`config.mk`:
```
export PLATFORM = sky130hd
export DESIGN_NAME = hit_scheduler
export DESIGN_NICKNAME = d
export VERILOG_FILES = /design/src/rtl/hit_pkg.sv /design/src/rtl/hit_scheduler_explode_timer.sv /design/src/rtl/hit_scheduler.sv
export SDC_FILE = /design/constraint.sdc
export NUM_CORES = 1
export LEC_CHECK = 0
export CORE_MARGIN = 10
export CORE_UTILIZATION = 41
export DETAILED_ROUTE_END_ITERATION = 12
export GPL_TIMING_DRIVEN = 0
export PLACE_DENSITY = 0.63
export SLEW_MARGIN = 20
export SYNTH_ARGS = -nofsm -noshare
export SYNTH_HDL_FRONTEND = slang
export SYNTH_SLANG_ARGS = --single-unit
```
`constraint.sdc`:
```
create_clock -name Clk -period 8.8 [get_ports Clk]
set_clock_uncertainty 0.1 [all_clocks]
set_input_delay 1.76 -clock Clk [delete_from_list [all_inputs] [get_ports Clk]]
set_output_delay 1.76 -clock Clk [all_outputs]
set_load 0.01 [all_outputs]
```
`src/rtl/hit_pkg.sv`:
```
// Shared collision types and helpers for the laser/enemy hit scheduler.
package hit_pkg;

  typedef enum logic [1:0] {IDLE, SCAN, HIT, TICK} state_t;

  localparam int ENEMY_SIZE = 30;
  localparam int LASER_W    = 20;
  localparam int LASER_H    = 49;
  localparam int TMR_W      = 8;

  // Inclusive box overlap in 11-bit unsigned space so x+size never wraps.
  function automatic logic aabb_overlap(
    input logic [9:0]  lx,
    input logic [9:0]  ly,
    input logic [9:0]  ex,
    input logic [9:0]  ey,
    input logic [10:0] esz,
    input logic [10:0] lw,
    input logic [10:0] lh
  );
    logic [10:0] lx11, ly11, ex11, ey11;
    lx11 = {1'b0, lx};
    ly11 = {1'b0, ly};
    ex11 = {1'b0, ex};
    ey11 = {1'b0, ey};
    return (lx11 <= ex11 + esz) && (lx11 + lw >= ex11) &&
           (ly11 <= ey11 + esz) && (ly11 + lh >= ey11);
  endfunction

endpackage

```
`src/rtl/hit_scheduler_explode_timer.sv`:
```
// Per-slot explosion down-counter: load wins over tick, active while nonzero.
module explode_timer
  import hit_pkg::*;
(
  input  logic             Clk,
  input  logic             Reset,
  input  logic             i_load,
  input  logic [TMR_W-1:0] i_load_val,
  input  logic             i_tick,
  output logic             o_active
);

  logic [TMR_W-1:0] r_cnt;

  // Load on hit, otherwise count down once per frame tick until empty.
  always_ff @(posedge Clk or posedge Reset) begin
    if (Reset)                       r_cnt <= '0;
    else if (i_load)                 r_cnt <= i_load_val;
    else if (i_tick && r_cnt != '0)  r_cnt <= r_cnt - 1'b1;
  end

  assign o_active = (r_cnt != '0);

endmodule

```
`src/rtl/hit_scheduler.sv`:
```
// Frame-rate collision scheduler: one shared AABB comparator walks all enemy
// slots per frame, retires the first enemy the laser overlaps, and owns the
// alive / explosion state per slot.
module hit_scheduler #(
  parameter int NUM_ENEMIES    = 8,
  parameter int ENEMY_SIZE     = hit_pkg::ENEMY_SIZE,
  parameter int LASER_W        = hit_pkg::LASER_W,
  parameter int LASER_H        = hit_pkg::LASER_H,
  parameter int EXPLODE_FRAMES = 16
) (
  input  logic                           Clk,
  input  logic                           Reset,
  input  logic                           frame_start,
  input  logic                           laser_active,
  input  logic [9:0]                     laser_x,
  input  logic [9:0]                     laser_y,
  output logic [$clog2(NUM_ENEMIES)-1:0] enemy_idx,
  input  logic [9:0]                     enemy_x,
  input  logic [9:0]                     enemy_y,
  input  logic                           spawn_req,
  input  logic [$clog2(NUM_ENEMIES)-1:0] spawn_idx,
  output logic [NUM_ENEMIES-1:0]         alive_mask,
  output logic [NUM_ENEMIES-1:0]         exploding_mask,
  output logic                           laser_kill,
  output logic                           score_inc,
  output logic [$clog2(NUM_ENEMIES)-1:0] hit_idx,
  output logic                           busy
);

  localparam int IW = $clog2(NUM_ENEMIES);

  hit_pkg::state_t r_state, w_next;

  logic [IW-1:0]          r_enemy_idx, r_cmp_idx, r_hit_idx;
  logic                   r_cmp_vld, r_hit_frame;
  logic [9:0]             r_lx, r_ly;
  logic [NUM_ENEMIES-1:0] r_alive, w_active;
  logic                   w_qual, w_last, w_in_hit;

  // Position data for r_cmp_idx arrives this cycle; only alive slots count.
  assign w_qual   = r_cmp_vld && r_alive[r_cmp_idx] &&
                    hit_pkg::aabb_overlap(r_lx, r_ly, enemy_x, enemy_y,
                                          11'(ENEMY_SIZE), 11'(LASER_W), 11'(LASER_H));
  assign w_last   = (r_cmp_idx == IW'(NUM_ENEMIES - 1));
  assign w_in_hit = (r_state == hit_pkg::HIT);

  // State register.
  always_ff @(posedge Clk or posedge Reset) begin
    if (Reset) r_state <= hit_pkg::IDLE;
    else       r_state <= w_next;
  end

  // Next-state: frame_start outside IDLE is simply not looked at.
  always_comb begin
    w_next = r_state;
    case (r_state)
      hit_pkg::IDLE: if (frame_start) w_next = laser_active ? hit_pkg::SCAN : hit_pkg::TICK;
      hit_pkg::SCAN: begin
        if (w_qual)                  w_next = hit_pkg::HIT;
        else if (r_cmp_vld && w_last) w_next = hit_pkg::TICK;
      end
      hit_pkg::HIT:  w_next = hit_pkg::TICK;
      hit_pkg::TICK: w_next = hit_pkg::IDLE;
      default:       w_next = hit_pkg::IDLE;
    endcase
  end

  // Scan pipeline: address slot k while comparing slot k-1; capture laser copy.
  always_ff @(posedge Clk or posedge Reset) begin
    if (Reset) begin
      r_lx        <= '0;
      r_ly        <= '0;
      r_enemy_idx <= '0;
      r_cmp_idx   <= '0;
      r_cmp_vld   <= 1'b0;
      r_hit_idx   <= '0;
      r_hit_frame <= 1'b0;
    end else begin
      case (r_state)
        hit_pkg::IDLE: if (frame_start) begin
          r_lx        <= laser_x;
          r_ly        <= laser_y;
          r_enemy_idx <= '0;
          r_cmp_vld   <= 1'b0;
        end
        hit_pkg::SCAN: begin
          r_enemy_idx <= r_enemy_idx + 1'b1;
          r_cmp_idx   <= r_enemy_idx;
          r_cmp_vld   <= 1'b1;
          if (w_qual) r_hit_idx <= r_cmp_idx;
        end
        hit_pkg::HIT:  r_hit_frame <= 1'b1;
        hit_pkg::TICK: begin
          r_hit_frame <= 1'b0;
          r_enemy_idx <= '0;
        end
        default: ;
      endcase
    end
  end

  // Alive bits: spawn revives an idle slot; a HIT on the same slot overrides it.
  always_ff @(posedge Clk or posedge Reset) begin
    if (Reset) begin
      r_alive <= '1;
    end else begin
      if (spawn_req && !r_alive[spawn_idx] && !w_active[spawn_idx] &&
          !(w_in_hit && spawn_idx == r_hit_idx))
        r_alive[spawn_idx] <= 1'b1;
      if (w_in_hit)
        r_alive[r_hit_idx] <= 1'b0;
    end
  end

  // One explosion timer per slot; the slot hit this frame skips this TICK.
  for (genvar g = 0; g < NUM_ENEMIES; g++) begin : g_tmr
    explode_timer u_tmr (
      .Clk        (Clk),
      .Reset      (Reset),
      .i_load     (w_in_hit && r_hit_idx == IW'(g)),
      .i_load_val (hit_pkg::TMR_W'(EXPLODE_FRAMES)),
      .i_tick     (r_state == hit_pkg::TICK && !(r_hit_frame && r_hit_idx == IW'(g))),
      .o_active   (w_active[g])
    );
  end

  assign enemy_idx      = r_enemy_idx;
  assign alive_mask     = r_alive;
  assign exploding_mask = w_active;
  assign laser_kill     = w_in_hit;
  assign score_inc      = w_in_hit;
  assign hit_idx        = r_hit_idx;
  assign busy           = (r_state != hit_pkg::IDLE);

endmodule

```
---- Word-level counts from Yosys, hierarchy flattened ----
Cells that the tools add are included.
operators by class
  add/sub/neg operators ................... 13
  $lt $le $gt $ge ......................... 9
  eq/ne operators ......................... 14
  muxes and demuxes ....................... 38
  bitwise logic cells ..................... 3
  reductions and logical operators ........ 82
operators by type and width
  operator               number
  $mux 8                 18
  $reduce_bool 8->1      8
  $sub 8x1->8 const B    8
  $logic_and 1x1->1      44
  $add 10x5->11 const B  3
  $ge 11x10->1           2
  $le 10x11->1           2
  $reduce_bool 2->1      11
  $eq 3x3->1 const B     5
  $lt 3x4->1 const B     3
  $add 10x6->11 const B  1
  $logic_not 1->1        11
  $reduce_and 2->1       5
  $bmux 1 s3             3
  $pmux 3 s3             1
  $and 8x8->8            1
  $mux 2                 4
  $not 8->8              1
  $or 8x8->8             1
  $pmux 2 s4             1
  $demux 1 s3            2
  $eq 3x2->1 const B     2
  $ge 3x1->1 const B     2
  $mux 1                 6
  12 further kinds       14
storage, ports and cells
  bits in registers ....................... 105
  input bits .............................. 48
  output and inout port bits .............. 25

---- Depth between registers and ports, before layout ----
  word-level depth ........................ 9
  mapped depth ............................ 13

---- Hierarchy ----
A second synthesis with hierarchy kept.
second synthesis, totals
  cell total of the unflattened synthesis .. 902
  area, all modules ....................... 8000.2 sq um
by module, submodules not included
  module         instances  cells an instance  area an instance (sq um)  sequential area each (sq um)
  explode_timer  8          66                 558.0                     200.2
  hit_scheduler  1          374                3535.9                    1036.0

---- Least setup slack after synthesis ----
No wires, ideal clock.
  kind .................................... input to register
  start ................................... input port enemy_y[3]
  end ..................................... register r_hit_idx[0], in the netlist hit_idx[0]
  setup time .............................. 0.128 ns
  arrival ................................. 4.214 ns
  path slack .............................. 4.359 ns
  stages on the path ...................... 10
  cell sequence ........................... or4_1 > nand4_1 > xnor2_1 > ha_1 > a21o_1 > a2111oi_0 > a211o_1 > nand4_1 > or2_1 > mux2_1
between the ends
  longest elaborated chain between the ends .. 6
  elaborated cells between the ends (all ways) .. 7
RTL lines
  item                            RTL line             text
  start, declared                 hit_scheduler.sv:19  input logic [9:0] enemy_y,
  $add 10x5->11                   hit_pkg.sv:27        (ly11 <= ey11 + esz) && (ly11 + lh >= ey11);
  $le 10x11->1                    hit_pkg.sv:27
  $logic_and 1x1->1               hit_pkg.sv:26        return (lx11 <= ex11 + esz) && (lx11 + lw >= ex11) &&
  $logic_and 1x1->1 (*)           hit_pkg.sv:27
  $logic_and 1x1->1 (*)           hit_scheduler.sv:41  assign w_qual = r_cmp_vld && r_alive[r_cmp_idx] &&
  $reduce_and 2->1 (no line) (*)  n/a
  end signal, assigned            hit_scheduler.sv:90  if (w_qual) r_hit_idx <= r_cmp_idx;
  end, declared                   hit_scheduler.sv:34  logic [IW-1:0] r_enemy_idx, r_cmp_idx, r_hit_idx;
Every way passes the cells marked *; elsewhere a longest branch is shown, timed or not.
A chain may end at the register's enable or synchronous reset.

---- Worst setup path after layout ----
  start ................................... input port enemy_y[3]
  end ..................................... register r_hit_idx[2], in the netlist hit_idx[2]
Same word-level chain as after synthesis.

==> impl_metrics.tcl <==
set metrics [dict create \
    outcome "completed" \
    slowest_delay_ns 0.60 \
    fin_util_pct 50.1 \
    fmax_mhz 203 \
    track_usage_pct 14.3 \
    cp-startpoint "enemy_y[3]" \
    critical_path.reg2reg.endpoint "hit_idx[2]$_DFFE_PP0P_" \
    syn-mean-instance-area_um2 9.58 \
    async_flop_share_pct 100 \
    grt_use_met2_pct 23.1 \
    crit_end_category "flip-flop" \
    dominant_cells_by_area_after_synthesis "sky130_fd_sc_hd__dfrtp_1 (36%), sky130_fd_sc_hd__ha_1 (11%), sky130_fd_sc_hd__xnor2_1 (7.4%)" \
    design.portCount 73 \
    postSynthCellCount 702 \
    origin_of_the_critical_flop_to_flop_path "r_ly[0]$_DFFE_PP0P_" \
    last_element_of_the_critical_path "hit_idx[2]$_DFFE_PP0P_" \
    syn_to_layout_area_delta_pct 19.2 \
    nets 890 \
    clkSinkCount 105 \
    ys_top_cells_by_count "sky130_fd_sc_hd__nor2_1 (99), sky130_fd_sc_hd__dfrtp_1 (97), sky130_fd_sc_hd__ha_1 (57), sky130_fd_sc_hd__xnor2_1 (57), sky130_fd_sc_hd__inv_1 (52)" \
    placement_rows 46 \
    worst_skew_pair.late_latency_ns 0.35 \
    num_antenna_cells 0 \
    cts.clk_slew.worst_paths_ns 0.07 \
    path_max_fanout 4 \
    netSwitchingPower_uw 911 \
    worst_slew_margin_rel_pct 36.8 \
    dominantRegCellSynth "sky130_fd_sc_hd__dfrtp_1" \
    setup.reg_to_reg.worst_slack_ns 5.41 \
    p_leak_nw 3.56 \
    power.clock.fraction_pct 16.7 \
    synth.net_count 807 \
    synth_area_um2 6730 \
    maxCapViolCount 0 \
    cp_common_cell "sky130_fd_sc_hd__nand4_1" \
    globalRoute.busiestLayer "met2" \
    root_buffer "sky130_fd_sc_hd__clkbuf_16" \
    hold_path_class "flip-flop to flip-flop" \
    cts.htree.levels 3 \
    layout_min_cycle_time_ns 4.94 \
    initial_core_util_pct 42.0 \
    via_count_of_the_first_global_routing_pass 5482 \
    drt_pre_antenna_iters 5 \
    synth_top_cell_by_area "sky130_fd_sc_hd__dfrtp_1" \
    critPathKind "primary input to flip-flop" \
    sw_frac_of_total_pct 39.7 \
    p_comb_share_pct 45.9 \
    io_buffers 71 \
    timing.final.crit_share_pct 56.1 \
    post-route-drc-count 0 \
    fin_setup_tns_ns 0 \
    worst-slew-pin-transition_ns 0.940 \
    routed_wirelength_um 15200 \
    rsz0062_at_grt "false" \
    pwr_density_cell_nw_per_um2 286 \
    ctsHoldBuffers 0 \
    die_area_um2 21900 \
    cts_buffers 9 \
    yosys_warnings 0 \
    gr-total-overflow 0 \
    cell_type_of_the_slowest_stage_on_the_worst_timing_path "sky130_fd_sc_hd__or4_1" \
    worstPathCellList "clkdlybuf4s50_1, or4_1, nand4_1, xnor2_1, ha_1, a21o_1, a2111oi_0, a211o_1, nand4_1, or2_1, mux2_1" \
    setup.worst_path.start_class "primary input" \
    grt_pass1_wl_um 26100 \
    detailroute.via_count 5279 \
    antenna_violations_before_repair 0 \
    synth.ff_latch_count 105 \
    post_synth_num_cell_types 66 \
    number_of_vias_per_cell 5.25 \
    max-clock-path-buffers 2 \
    synth-edff-count 0 \
    power.internal_mw 1.38 \
    die_width_um 148 \
    gp_routability_congestion 0.889 \
    detail_route.wl_per_cell_um 15.1 \
    core_um2 16000 \
    register_area_share_after_synthesis_pct 39.2 \
    die_h_um 148 \
    setup_violations 0 \
    tritoncts "built" \
    first_iter_violations 197 \
    vdd_ir_drop_max_uv 131 \
    cts_resized 0 \
    final_hold_viol_count 0 \
    post-dp-hpwl_um 11800 \
    timing.final.max_slew_violations 0 \
    synth.most_common_cell "sky130_fd_sc_hd__nor2_1" \
    power.share.sequential_pct 37.5 \
    route.antenna.remaining_nets 0 \
    post_cts.repair.setup_buffers 0 \
    ff2ff_path_depth 13 \
    layout-drive-gt1-share_pct 10.1 \
    grt_max_degree 76 \
    use_met1_pct 17.9 \
    synth_largest_type_area_fraction_pct 36.1 \
    crit_required_ns 8.93 \
    worst_ep_arrival_time_ns 5.07 \
    grt_use_met3_pct 4.67 \
]
## how the worst min path moves through the flow
stage | startpoint | to | cells after the start
finish | alive_mask[4]$_DFF_PP1_ | alive_mask[4]$_DFF_PP1_ | 2
floorplan | r_lx[0]$_DFFE_PP0P_ | r_lx[0]$_DFFE_PP0P_ | 1
CTS | alive_mask[4]$_DFF_PP1_ | alive_mask[4]$_DFF_PP1_ | 2
global placement | alive_mask[4]$_DFF_PP1_ | alive_mask[4]$_DFF_PP1_ | 2
detailed placement | alive_mask[4]$_DFF_PP1_ | alive_mask[4]$_DFF_PP1_ | 2
global route | alive_mask[4]$_DFF_PP1_ | alive_mask[4]$_DFF_PP1_ | 2
## cells in the final DEF, fill, tap and decap left out, types with 7 or more instances in the layout
cell type / count
sky130_fd_sc_hd__nor2_1: 99
sky130_fd_sc_hd__dfrtp_1: 97
sky130_fd_sc_hd__clkdlybuf4s50_1: 71
sky130_fd_sc_hd__xnor2_1: 57
sky130_fd_sc_hd__ha_1: 57
sky130_fd_sc_hd__inv_1: 51
sky130_fd_sc_hd__nand2_1: 36
sky130_fd_sc_hd__a21oi_1: 28
sky130_fd_sc_hd__xor2_1: 26
sky130_fd_sc_hd__mux2_2: 24
sky130_fd_sc_hd__nor3_1: 20
sky130_fd_sc_hd__o21ai_0: 15
sky130_fd_sc_hd__nand2b_1: 13
sky130_fd_sc_hd__buf_4: 12
sky130_fd_sc_hd__nand4_1: 11
sky130_fd_sc_hd__nor4_1: 10
sky130_fd_sc_hd__nand3_1: 10
sky130_fd_sc_hd__or3_1: 9
sky130_fd_sc_hd__clkbuf_16: 9
sky130_fd_sc_hd__clkbuf_1: 8
sky130_fd_sc_hd__dfstp_2: 8
sky130_fd_sc_hd__o211ai_1: 7
sky130_fd_sc_hd__nand3b_1: 7
sky130_fd_sc_hd__and3_1: 7
## cells by family after synthesis
| kind of cell | share of synthesized area, % |
|---|---|
| DFF | 39.2 |
| AOI/OAI and AO/OA | 9.47 |
| adders and majority gates | 10.6 |
| xor gates and xnor gates | 10.8 |
| muxes | 5.80 |
| buffers and inverters | 4.97 |
| and+or+nand+nor | 19.2 |
## layout make-up
class                      instances  area, µm²
buffer                            21        128
clock buffer                      12        246
clock inverter                     4       28.8
fill                            1488       7980
inverter                          55        211
multi-input combinational        521       3760
sequential                       105       2640
tap                              216        270
timing repair buffer              72        738
## power groups by stage
stage / sequential, mW / combinational [mW] / clock (mW)
after global routing: 0.890 / 1.20 / 0.414
after floorplan: 0.820 / 0.790 / 0
final: 0.859 / 1.05 / 0.382
after CTS: 0.859 / 1.07 / 0.394
after detailed placement: 0.867 / 1.06 / 0
after global placement: 0.857 / 1.01 / 0
## registers in the layout, indices dropped and copies added (netlist names)
register,cells
hit_idx,3
r_lx,10
r_cmp_idx,3
r_cmp_vld,1
alive_mask,8
enemy_idx,3
g_tmr.u_tmr.r_cnt,64
r_state,2
r_ly,10
r_hit_frame,1
## layer usage
layer  up-vias  wire [µm]
li1       2596          -
met1      2544       7050
met2       119       6980
met3        20        898
met4         0        241
met5         -          0
## stage by stage
step	hold WS (ns)	std cells	area [µm²]	worst slack, ns	total power [mW]
floorplan	0.379	702	6730	4.19	1.61
detailed placement	0.394	990	7740	3.51	1.92
global route	0.427	1006	8020	3.52	2.51
CTS	0.404	1006	8020	3.88	2.32
finish	0.411	1006	8020	3.86	2.29
global placement	0.387	989	7710	2.51	1.86
## critical path, delay by kind of cell
| family | cells | cell delay, ns |
|---|---|---|
| simple gates | 4 | 1.24 |
| compound gates | 3 | 0.83 |
| buf+inv | 1 | 0.47 |
| mux | 1 | 0.35 |
| fa+ha+maj | 1 | 0.28 |
| xor+xnor | 1 | 0.12 |
No activity file was read; power rests on OpenSTA's default activity.
